## src/rtl/fv_req_dispatch.sv

```systemverilog
// Feature-vector request dispatcher: maps PE node requests to FV banks, arbitrates
// round-robin per bank and issues one-cycle bank commands, holding each bank until its stream drains.
module fv_req_dispatch #(
  parameter int NUM_PE      = 4,
  parameter int NUM_BANK    = 2,
  parameter int NODE_W      = 8,
  parameter int BANK_ADDR_W = 10,
  parameter int MAX_FV_NUM  = 16
) (
  input  logic                                  clk,
  input  logic                                  reset,
  input  logic [$clog2(MAX_FV_NUM):0]           num_fv,
  input  logic [NUM_PE-1:0]                     pe_req_valid,
  input  logic [NUM_PE*NODE_W-1:0]              pe_req_node,
  output logic [NUM_PE-1:0]                     pe_req_ready,
  input  logic [NUM_BANK-1:0]                   bank_load_active,
  input  logic [NUM_BANK-1:0]                   bank_busy,
  output logic [NUM_BANK-1:0]                   cntl_valid,
  output logic [NUM_BANK*BANK_ADDR_W-1:0]       cntl_addr,
  output logic [NUM_BANK*$clog2(NUM_PE)-1:0]    cntl_pe_tag,
  output logic                                  idle
);

  localparam int FV_W       = $clog2(MAX_FV_NUM) + 1;
  localparam int PE_W       = $clog2(NUM_PE);
  localparam int BANK_W     = (NUM_BANK > 1) ? $clog2(NUM_BANK) : 1;
  localparam int BANK_SHIFT = $clog2(NUM_BANK);
  localparam int PROD_W     = NODE_W + FV_W;

  typedef enum logic {
    ST_IDLE = 1'b0,
    ST_HOLD = 1'b1
  } bank_state_e;

  bank_state_e         state      [NUM_BANK];
  bank_state_e         state_nxt  [NUM_BANK];
  logic [FV_W-1:0]     hold_cnt     [NUM_BANK];
  logic [FV_W-1:0]     hold_cnt_nxt [NUM_BANK];
  logic [PE_W-1:0]     rr_ptr     [NUM_BANK];

  logic [NODE_W-1:0]   node       [NUM_PE];
  logic [BANK_W-1:0]   node_bank  [NUM_PE];
  logic [NODE_W-1:0]   node_row   [NUM_PE];

  logic [FV_W-1:0]     words;
  logic [FV_W-1:0]     hold_len;

  logic [NUM_BANK-1:0]    bank_idle;
  logic [NUM_BANK-1:0]    eligible;
  logic [NUM_BANK-1:0]    grant_any;
  logic [PE_W-1:0]        grant_idx  [NUM_BANK];
  logic [BANK_ADDR_W-1:0] grant_addr [NUM_BANK];

  // Node ID split: low bits pick the bank, the rest is the row inside that bank.
  always_comb begin
    for (int i = 0; i < NUM_PE; i++) begin
      node[i]      = pe_req_node[i*NODE_W +: NODE_W];
      node_bank[i] = (NUM_BANK > 1) ? node[i][BANK_W-1:0] : '0;
      node_row[i]  = node[i] >> BANK_SHIFT;
    end
  end

  // Two 8-bit elements per SRAM word; the stream occupies the bank for hold_len cycles.
  always_comb begin
    words = FV_W'(({1'b0, num_fv} + (FV_W+1)'(1)) >> 1);
    if (words == '0) words = FV_W'(1);
    hold_len = (num_fv < FV_W'(3)) ? FV_W'(1)
                                   : FV_W'({1'b0, num_fv[FV_W-1:1]} + FV_W'(1));
  end

  // Per-bank round-robin: first requester strictly after the pointer, with wrap.
  always_comb begin
    logic [PE_W-1:0]   idx;
    logic [PROD_W-1:0] prod;
    // NOTE: every signal assigned here gets a default first, so no path leaves it
    // unassigned and no latch is inferred.
    idx          = '0;
    prod         = '0;
    grant_any    = '0;
    pe_req_ready = '0;
    for (int b = 0; b < NUM_BANK; b++) begin
      grant_idx[b]  = '0;
      grant_addr[b] = '0;
      if (eligible[b]) begin
        for (int k = 1; k <= NUM_PE; k++) begin
          idx = PE_W'((int'(rr_ptr[b]) + k) % NUM_PE);
          if (!grant_any[b] && pe_req_valid[idx] && node_bank[idx] == BANK_W'(b)) begin
            grant_any[b] = 1'b1;
            grant_idx[b] = idx;
          end
        end
      end
      prod          = PROD_W'(node_row[grant_idx[b]]) * PROD_W'(words);
      grant_addr[b] = BANK_ADDR_W'(prod);
      if (grant_any[b]) pe_req_ready[grant_idx[b]] = 1'b1;
    end
  end

  // State register, hold counters, RR pointers and the registered command outputs.
  always_ff @(posedge clk) begin
    // NOTE: sequential state uses non-blocking assignments so every register samples
    // the pre-edge values regardless of statement order.
    if (reset) begin
      for (int b = 0; b < NUM_BANK; b++) begin
        state[b]    <= ST_IDLE;
        hold_cnt[b] <= '0;
        rr_ptr[b]   <= PE_W'(NUM_PE - 1);
      end
      cntl_valid  <= '0;
      cntl_addr   <= '0;
      cntl_pe_tag <= '0;
    end else begin
      for (int b = 0; b < NUM_BANK; b++) begin
        state[b]      <= state_nxt[b];
        hold_cnt[b]   <= hold_cnt_nxt[b];
        cntl_valid[b] <= grant_any[b];
        if (grant_any[b]) begin
          rr_ptr[b]                                  <= grant_idx[b];
          cntl_addr[b*BANK_ADDR_W +: BANK_ADDR_W]    <= grant_addr[b];
          cntl_pe_tag[b*PE_W +: PE_W]                <= grant_idx[b];
        end
      end
    end
  end

  // Next state: the hold length is captured at grant, so later num_fv changes do not matter.
  always_comb begin
    for (int b = 0; b < NUM_BANK; b++) begin
      state_nxt[b]    = state[b];
      hold_cnt_nxt[b] = hold_cnt[b];
      unique case (state[b])
        ST_IDLE: begin
          if (grant_any[b]) begin
            state_nxt[b]    = ST_HOLD;
            hold_cnt_nxt[b] = hold_len;
          end
        end
        ST_HOLD: begin
          if (hold_cnt[b] <= FV_W'(1)) begin
            state_nxt[b]    = ST_IDLE;
            hold_cnt_nxt[b] = '0;
          end else begin
            hold_cnt_nxt[b] = hold_cnt[b] - FV_W'(1);
          end
        end
        default: begin
          state_nxt[b]    = ST_IDLE;
          hold_cnt_nxt[b] = '0;
        end
      endcase
    end
  end

  // State-decoded outputs; reset suppresses grants so nothing transfers while it is high.
  always_comb begin
    for (int b = 0; b < NUM_BANK; b++) begin
      bank_idle[b] = (state[b] == ST_IDLE);
    end
    eligible = bank_idle & ~bank_load_active & ~bank_busy & {NUM_BANK{~reset}};
    idle     = (&bank_idle) & ~(|pe_req_valid);
  end

endmodule

```

## config.mk

```make
export PLATFORM = sky130hd
export DESIGN_NAME = fv_req_dispatch
export DESIGN_NICKNAME = d
export VERILOG_FILES = /design/src/rtl/fv_req_dispatch.sv
export SDC_FILE = /design/constraint.sdc
export NUM_CORES = 1
export LEC_CHECK = 0
export ABC_AREA = 1
export CAP_MARGIN = 20
export CORE_ASPECT_RATIO = 0.8
export CORE_MARGIN = 2
export CORE_UTILIZATION = 60
export DETAILED_ROUTE_END_ITERATION = 7
export DONT_BUFFER_PORTS = 1
export GPL_TIMING_DRIVEN = 0
export PLACE_DENSITY = 0.76
export SYNTH_ARGS = -nofsm -noshare
export SYNTH_HDL_FRONTEND = slang
export SYNTH_SLANG_ARGS = --single-unit
```

## constraint.sdc

```tcl
create_clock -name clk -period 12 [get_ports clk]
set_input_delay 2.4 -clock clk [delete_from_list [all_inputs] [get_ports clk]]
set_output_delay 2.4 -clock clk [all_outputs]
set_load 0.02 [all_outputs]
```

Word level (Yosys, flattened, before mapping):

Memory sizes are Yosys's and may differ from the RTL's.
Cells that the tools add are included.
W data, S select, Z words.

* flip-flop bits (word level): 26
* bits in writable memories: 16
* output and inout port bits: 31
* logic and storage cells: 208
* memories kept: 3

* add/sub/neg operators: 12
* multiply operators: 2
* order comparisons: 25
* multiplexer cells: 105
* bitwise gates (word level): 31
* reduce and logical (&&, ||, !) cells: 25

Memory list
* hold_cnt: words 2, bits a word 5, read ports 2, clocked after Yosys merged registers in 0, wr ports 2, RTL line 37 `logic [FV_W-1:0] hold_cnt [NUM_BANK];`
* rr_ptr: words 2, bits a word 2, read ports 2, clocked after Yosys merged registers in 0, wr ports 2, RTL line 39 `logic [PE_W-1:0] rr_ptr [NUM_BANK];`
* state: words 2, bits a word 1, read ports 2, clocked after Yosys merged registers in 0, wr ports 2, RTL line 35 `bank_state_e state [NUM_BANK];`

Operator list (count)
* $mux W1: 55
* $mux W5: 8
* $bmux W1 S2: 16
* $bmux W8 S2: 2
* $mux W8: 4
* $ge A3 B3 Y1 const B: 10
* $lt A2 B3 Y1 const B: 10
* $not A2 Y3: 10
* $mux W2: 12
* $mul A8 B5 Y10: 2
* $pmux W5 S2: 2
* $logic_and A1 B1 Y1: 16
* $le A5 B1 Y1 const B: 2
* $sub A5 B1 Y5 const B: 2
* $add A2 B1 Y2 const B: 4
* $add A2 B2 Y2 const B: 4
* $mux W4: 2
* $not A1 Y1: 8
* $add A5 B1 Y6 const B: 1
* $and A2 B2 Y2: 3
* $logic_not A1 Y1: 6
* $or A1 B1 Y1: 6
* $add A4 B1 Y5 const B: 1
* $logic_not A5 Y1: 1
* 9 further kinds: 13

Depth between registers and ports, before layout:

An unclocked memory read counts as a cell.

* word-level depth: 32
* mapped depth: 36
* gate-level depth less buffers: 35

Worst setup path before layout:

No wires, ideal clock.

* path type: input to register
* from: input reset
* to: register cntl_addr[19]
* setup time: 0.112 ns
* arrival: 6.818 ns
* required time: 11.888 ns
* setup slack: 5.070 ns
* cell stages on the path: 24
* buffers on the path: 2
* cells stage by stage: clkbuf_1 nor4_4 nand3_2 buf_6 nand2_1 o221ai_2 or2_1 fa_1 fa_1 fa_1 inv_1 ha_1 a21oi_1 nand2_1 nand4_1 o211ai_1 xor2_1 nand4_1 nand2_1 inv_1 nand2_1 nand2_1 nand2_1 nand2_1

* cells in the longest elaborated chain, start to end: 8
* elaborated cells on any way between the ends: 9
* those cells by class: mul: 1; mux: 5; bitwise: 3

RTL lines
* start: declaration: RTL line 11 `input logic reset,`
* $not A1 Y1: RTL line 159 `eligible = bank_idle & ~bank_load_active & ~bank_busy & {NUM_BANK{~reset}};`
* $and A2 B2 Y2: RTL line 159
* $mux W2: RTL line 84 `if (eligible[b]) begin`
* $not A2 Y3 (not written as such): RTL line 93 `prod = PROD_W'(node_row[grant_idx[b]]) * PROD_W'(words);`
* $bmux W8 S2: RTL line 93
* $mux W8 (not written as such) (2 in a row): RTL line 93
* $mul A8 B5 Y10: RTL line 93
* end signal: indexed assignment: RTL line 119 `cntl_addr[b*BANK_ADDR_W +: BANK_ADDR_W] <= grant_addr[b];`
* end: declaration: RTL line 19 `output logic [NUM_BANK*BANK_ADDR_W-1:0] cntl_addr,`

Several ways; a longest one is shown, not always the timed one. The select of a mux whose other input is x is not followed.
A chain may end at the register's enable or synchronous reset.

Final worst setup path:

Same ends and word-level chain as after synthesis.

==> flow_metrics.env <==
export IMPL_start_kind="primary input"
export IMPL_internal_power_uw=339
export IMPL_n_fill_cell=717
export IMPL_min_path_cells=2
export IMPL_critPathArrivalTime_ps=7550
export IMPL_drive_gt1_share_pct=10.3
export IMPL_syn_num_nets=773
export IMPL_min_from="hold_cnt[0][8]"
export IMPL_cts_buffers=5
export IMPL_antennaDiodeCount=0
export IMPL_cts_buffer_depth=2
export IMPL_finalPower_uw=640
export IMPL_yosysWarnings=0
export IMPL_hold_viol=0
export IMPL_fin_skew_ps=4.34
export IMPL_grt_first_pass_wirelength_mm=20.1
export IMPL_drt_iter0_drc=303
export IMPL_fin_ws_ps=4660
export IMPL_crit_fanout=10
export IMPL_fin_area_um2=5010
export IMPL_via_per_inst=5.61
export IMPL_crit_family="simple AND/OR/NAND/NOR gates"
export IMPL_async_reset_ff_share_pct=0
export IMPL_synth_edf_count=4
export IMPL_postLayoutCoreUtil_pct=63.9
export IMPL_register_area_um2=881
export IMPL_cts_root_buf="clkbuf_8"
export IMPL_overflow=0
export IMPL_dpl_instance_area_um2=4920
export IMPL_path_cells="clkbuf_1 -> nor4_4 -> nand3_2 -> buf_6 -> nand2_1 -> o221ai_2 -> or2_1 -> fa_1 -> fa_1 -> fa_1 -> inv_1 -> ha_1 -> a21oi_1 -> nand2_1 -> nand4_1 -> o211ai_1 -> xor2_1 -> nand4_1 -> nand2_1 -> inv_1 -> nand2_1 -> nand2_1 -> nand2_1 -> nand2_1"
export IMPL_vias=4358
export IMPL_fmax_mhz=136
export IMPL_setup_viol=0
export IMPL_tightest_slew_ps=985
export IMPL_coreArea_um2=7840
export IMPL_p_leak_nw=2.52
export IMPL_cellPowerDensity_nw_per_um2=128
export IMPL_r2r_end="cntl_addr[19]"
export IMPL_cts_sinks=42
export IMPL_htree_levels=2
export IMPL_timing_reg2reg_setup_slack_ps=6340
export IMPL_track_usage_pct=28.5
export IMPL_remaining_drc_errors=0
export IMPL_multi_input_area_um2=3360
export IMPL_swShare_pct=47.0
export IMPL_period_needed_ps=7340
export IMPL_status="completed"
export IMPL_slew_headroom_pct=33.5
export IMPL_yosysTopAreaCellShare_pct=15.9
export IMPL_ios=78
export IMPL_critPathBufInv=4
export IMPL_critPathMostFrequentCell="nand2_1"
export IMPL_drt_total_wl_mm=11.9
export IMPL_seq_area_frac_synth_pct=18.4
export IMPL_grt_max_degree=15
export IMPL_yosys_register_bits=42
export IMPL_pre_cts_slack_ps=4380
export IMPL_start_util_pct=61.0
export IMPL_finalCritPeriodShare_pct=61.2
export IMPL_p_switching_uw=301
export IMPL_antenna_found_initial=0
export IMPL_rsz0062_at_grt="false"
export IMPL_worstRegToRegCells=30
export IMPL_die_area_um2=8710
export IMPL_syn_inst=661
export IMPL_nNetsFinal=780
export IMPL_cts_resized=0
export IMPL_ys_top_cells_by_area="dfxtp_1 (16%), fa_1 (12%), nand2_1 (10%)"
export IMPL_slowest_delay_ps=580
export IMPL_worst_hold_path_type="flop to flop"
export IMPL_portBuffers=0
export IMPL_crit_slowest_cell="nor4_4"
export IMPL_dr_pass1_iters=5
export IMPL_cap_violations=0
export IMPL_cts_tree="done"
export IMPL_p_seq_share_pct=29.1
export IMPL_gp_congestion=0.934
export IMPL_r2r_start="rr_ptr[0][2]"
export IMPL_clkPwrFrac_pct=15.1
export IMPL_die_height_um=83.9
export IMPL_tns_ps=0
export IMPL_pwr_share_comb_pct=55.8
export IMPL_wl_per_cell_um=15.3
export IMPL_num_rows=29
export IMPL_area_delta_synth_final_pct=4.66
export IMPL_yosys_area_top_type="dfxtp_1"
export IMPL_synth_distinct_cells=49
export IMPL_antenna_left=0
export IMPL_ir_drop_uv=103
export IMPL_clk_pin_slew_worst_paths_ps=90
export IMPL_clk_latency_ps=310
export IMPL_dieWidth_um=104
export IMPL_crit_required_ps=12210
export IMPL_worst_setup_path_end_kind="flop"
export IMPL_post_cts_setup_buffers=0
export IMPL_postSynthAreaPerCell_um2=7.24
export IMPL_slew_viol_final=0
export IMPL_ys_flop_type="dfxtp_1"
export IMPL_postCtsHoldBufs=0
export IMPL_syn_area_um2=4780
export IMPL_dp_hpwl_mm=9.65
export IMPL_hold_end="hold_cnt[0][8]"
export IMPL_critical_path_class="primary input to flop"
export IMPL_grt_pass1_vias=4259
state kept, by name, indices dropped and copies added, names as in the netlist:
name,cells
rr_ptr,4
cntl_addr,20
hold_cnt,10
cntl_valid,2
cntl_pe_tag,4
state,2
kinds of logic after synthesis:
group / after synthesis / share of synthesized area, %
simple gates: 286 / 30.0
xor+xnor: 23 / 4.21
fa+ha+maj: 65 / 21.4
buf+inv: 135 / 11.2
flops: 42 / 18.4
compound gates: 110 / 14.8
how the worst max path moves through the flow:
stage                     cells past startpoint  slack, ps       endpoint  startpoint
final                                        24       4660  cntl_addr[19]       reset
after global routing                         24       4250  cntl_addr[19]       reset
after CTS                                    24       4680  cntl_addr[19]       reset
after detailed placement                     24       4380  cntl_addr[19]       reset
after global placement                       24       4410  cntl_addr[19]       reset
after floorplan                              24       5070  cntl_addr[19]       reset
worst reg2reg max path: cells and delay by family (launching register included):
kind / cells / cell delay (ps)
AO/OA/AOI/OAI: 3 / 500
XOR/XNOR: 1 / 190
adder cells (fa/ha/maj): 4 / 1940
buffers and inverters: 5 / 510
flip-flops: 1 / 380
AND/OR/NAND/NOR: 17 / 2040
area by class of cell:
class | count | share of cell area (%)
Sequential cell | 42 | 17.6
Clock inverter | 3 | 0.375
Buffer | 13 | 1.45
Inverter | 122 | 9.30
Multi-Input combinational cell | 484 | 67.2
Tap cell | 108 | 2.70
Clock buffer | 5 | 1.37
through the flow:
step	instances	hold slack, ps
after floorplan	661	482
after global placement	769	506
after detailed placement	769	516
after CTS	777	529
after global routing	777	566
final	777	525
Yosys cell counts (all sizes together), types with 11 or more instances:
| library cell | number |
|---|---|
| nand2 | 138 |
| or2 | 14 |
| o22ai | 11 |
| a21oi | 28 |
| xor2 | 12 |
| inv | 119 |
| o21ai | 39 |
| nand3 | 57 |
| dfxtp | 38 |
| ha | 37 |
| fa | 28 |
| nor2 | 54 |
| xnor2 | 11 |
| nand4 | 16 |
power by group through the flow:
stage               combinational, mW  sequential (mW)  clock, mW
floorplan                       0.282            0.186          0
global placement                0.340            0.189          0
detailed placement              0.349            0.190          0
CTS                             0.355            0.186      0.101
global route                    0.410            0.188      0.103
finish                          0.357            0.186     0.0968
routing by layer:
metal	part of all wire, %	vias up	track usage, %
met5	0	-	0
met4	1.8	0	6.76
met3	9.5	16	6.79
met2	44	162	46.4
met1	45	2006	38.8
li1	-	2174	-
layout by cell type (no fill, tap or decap), drive strengths merged, types with 12 or more instances in the layout:
cell type and instances:
a21oi 28, dfxtp 38, fa 28, ha 37, inv 120, nand2 138
nand3 57, nand4 16, nor2 54, o21ai 39, or2 14, xor2 12
Power figures use the tool's default switching activity.
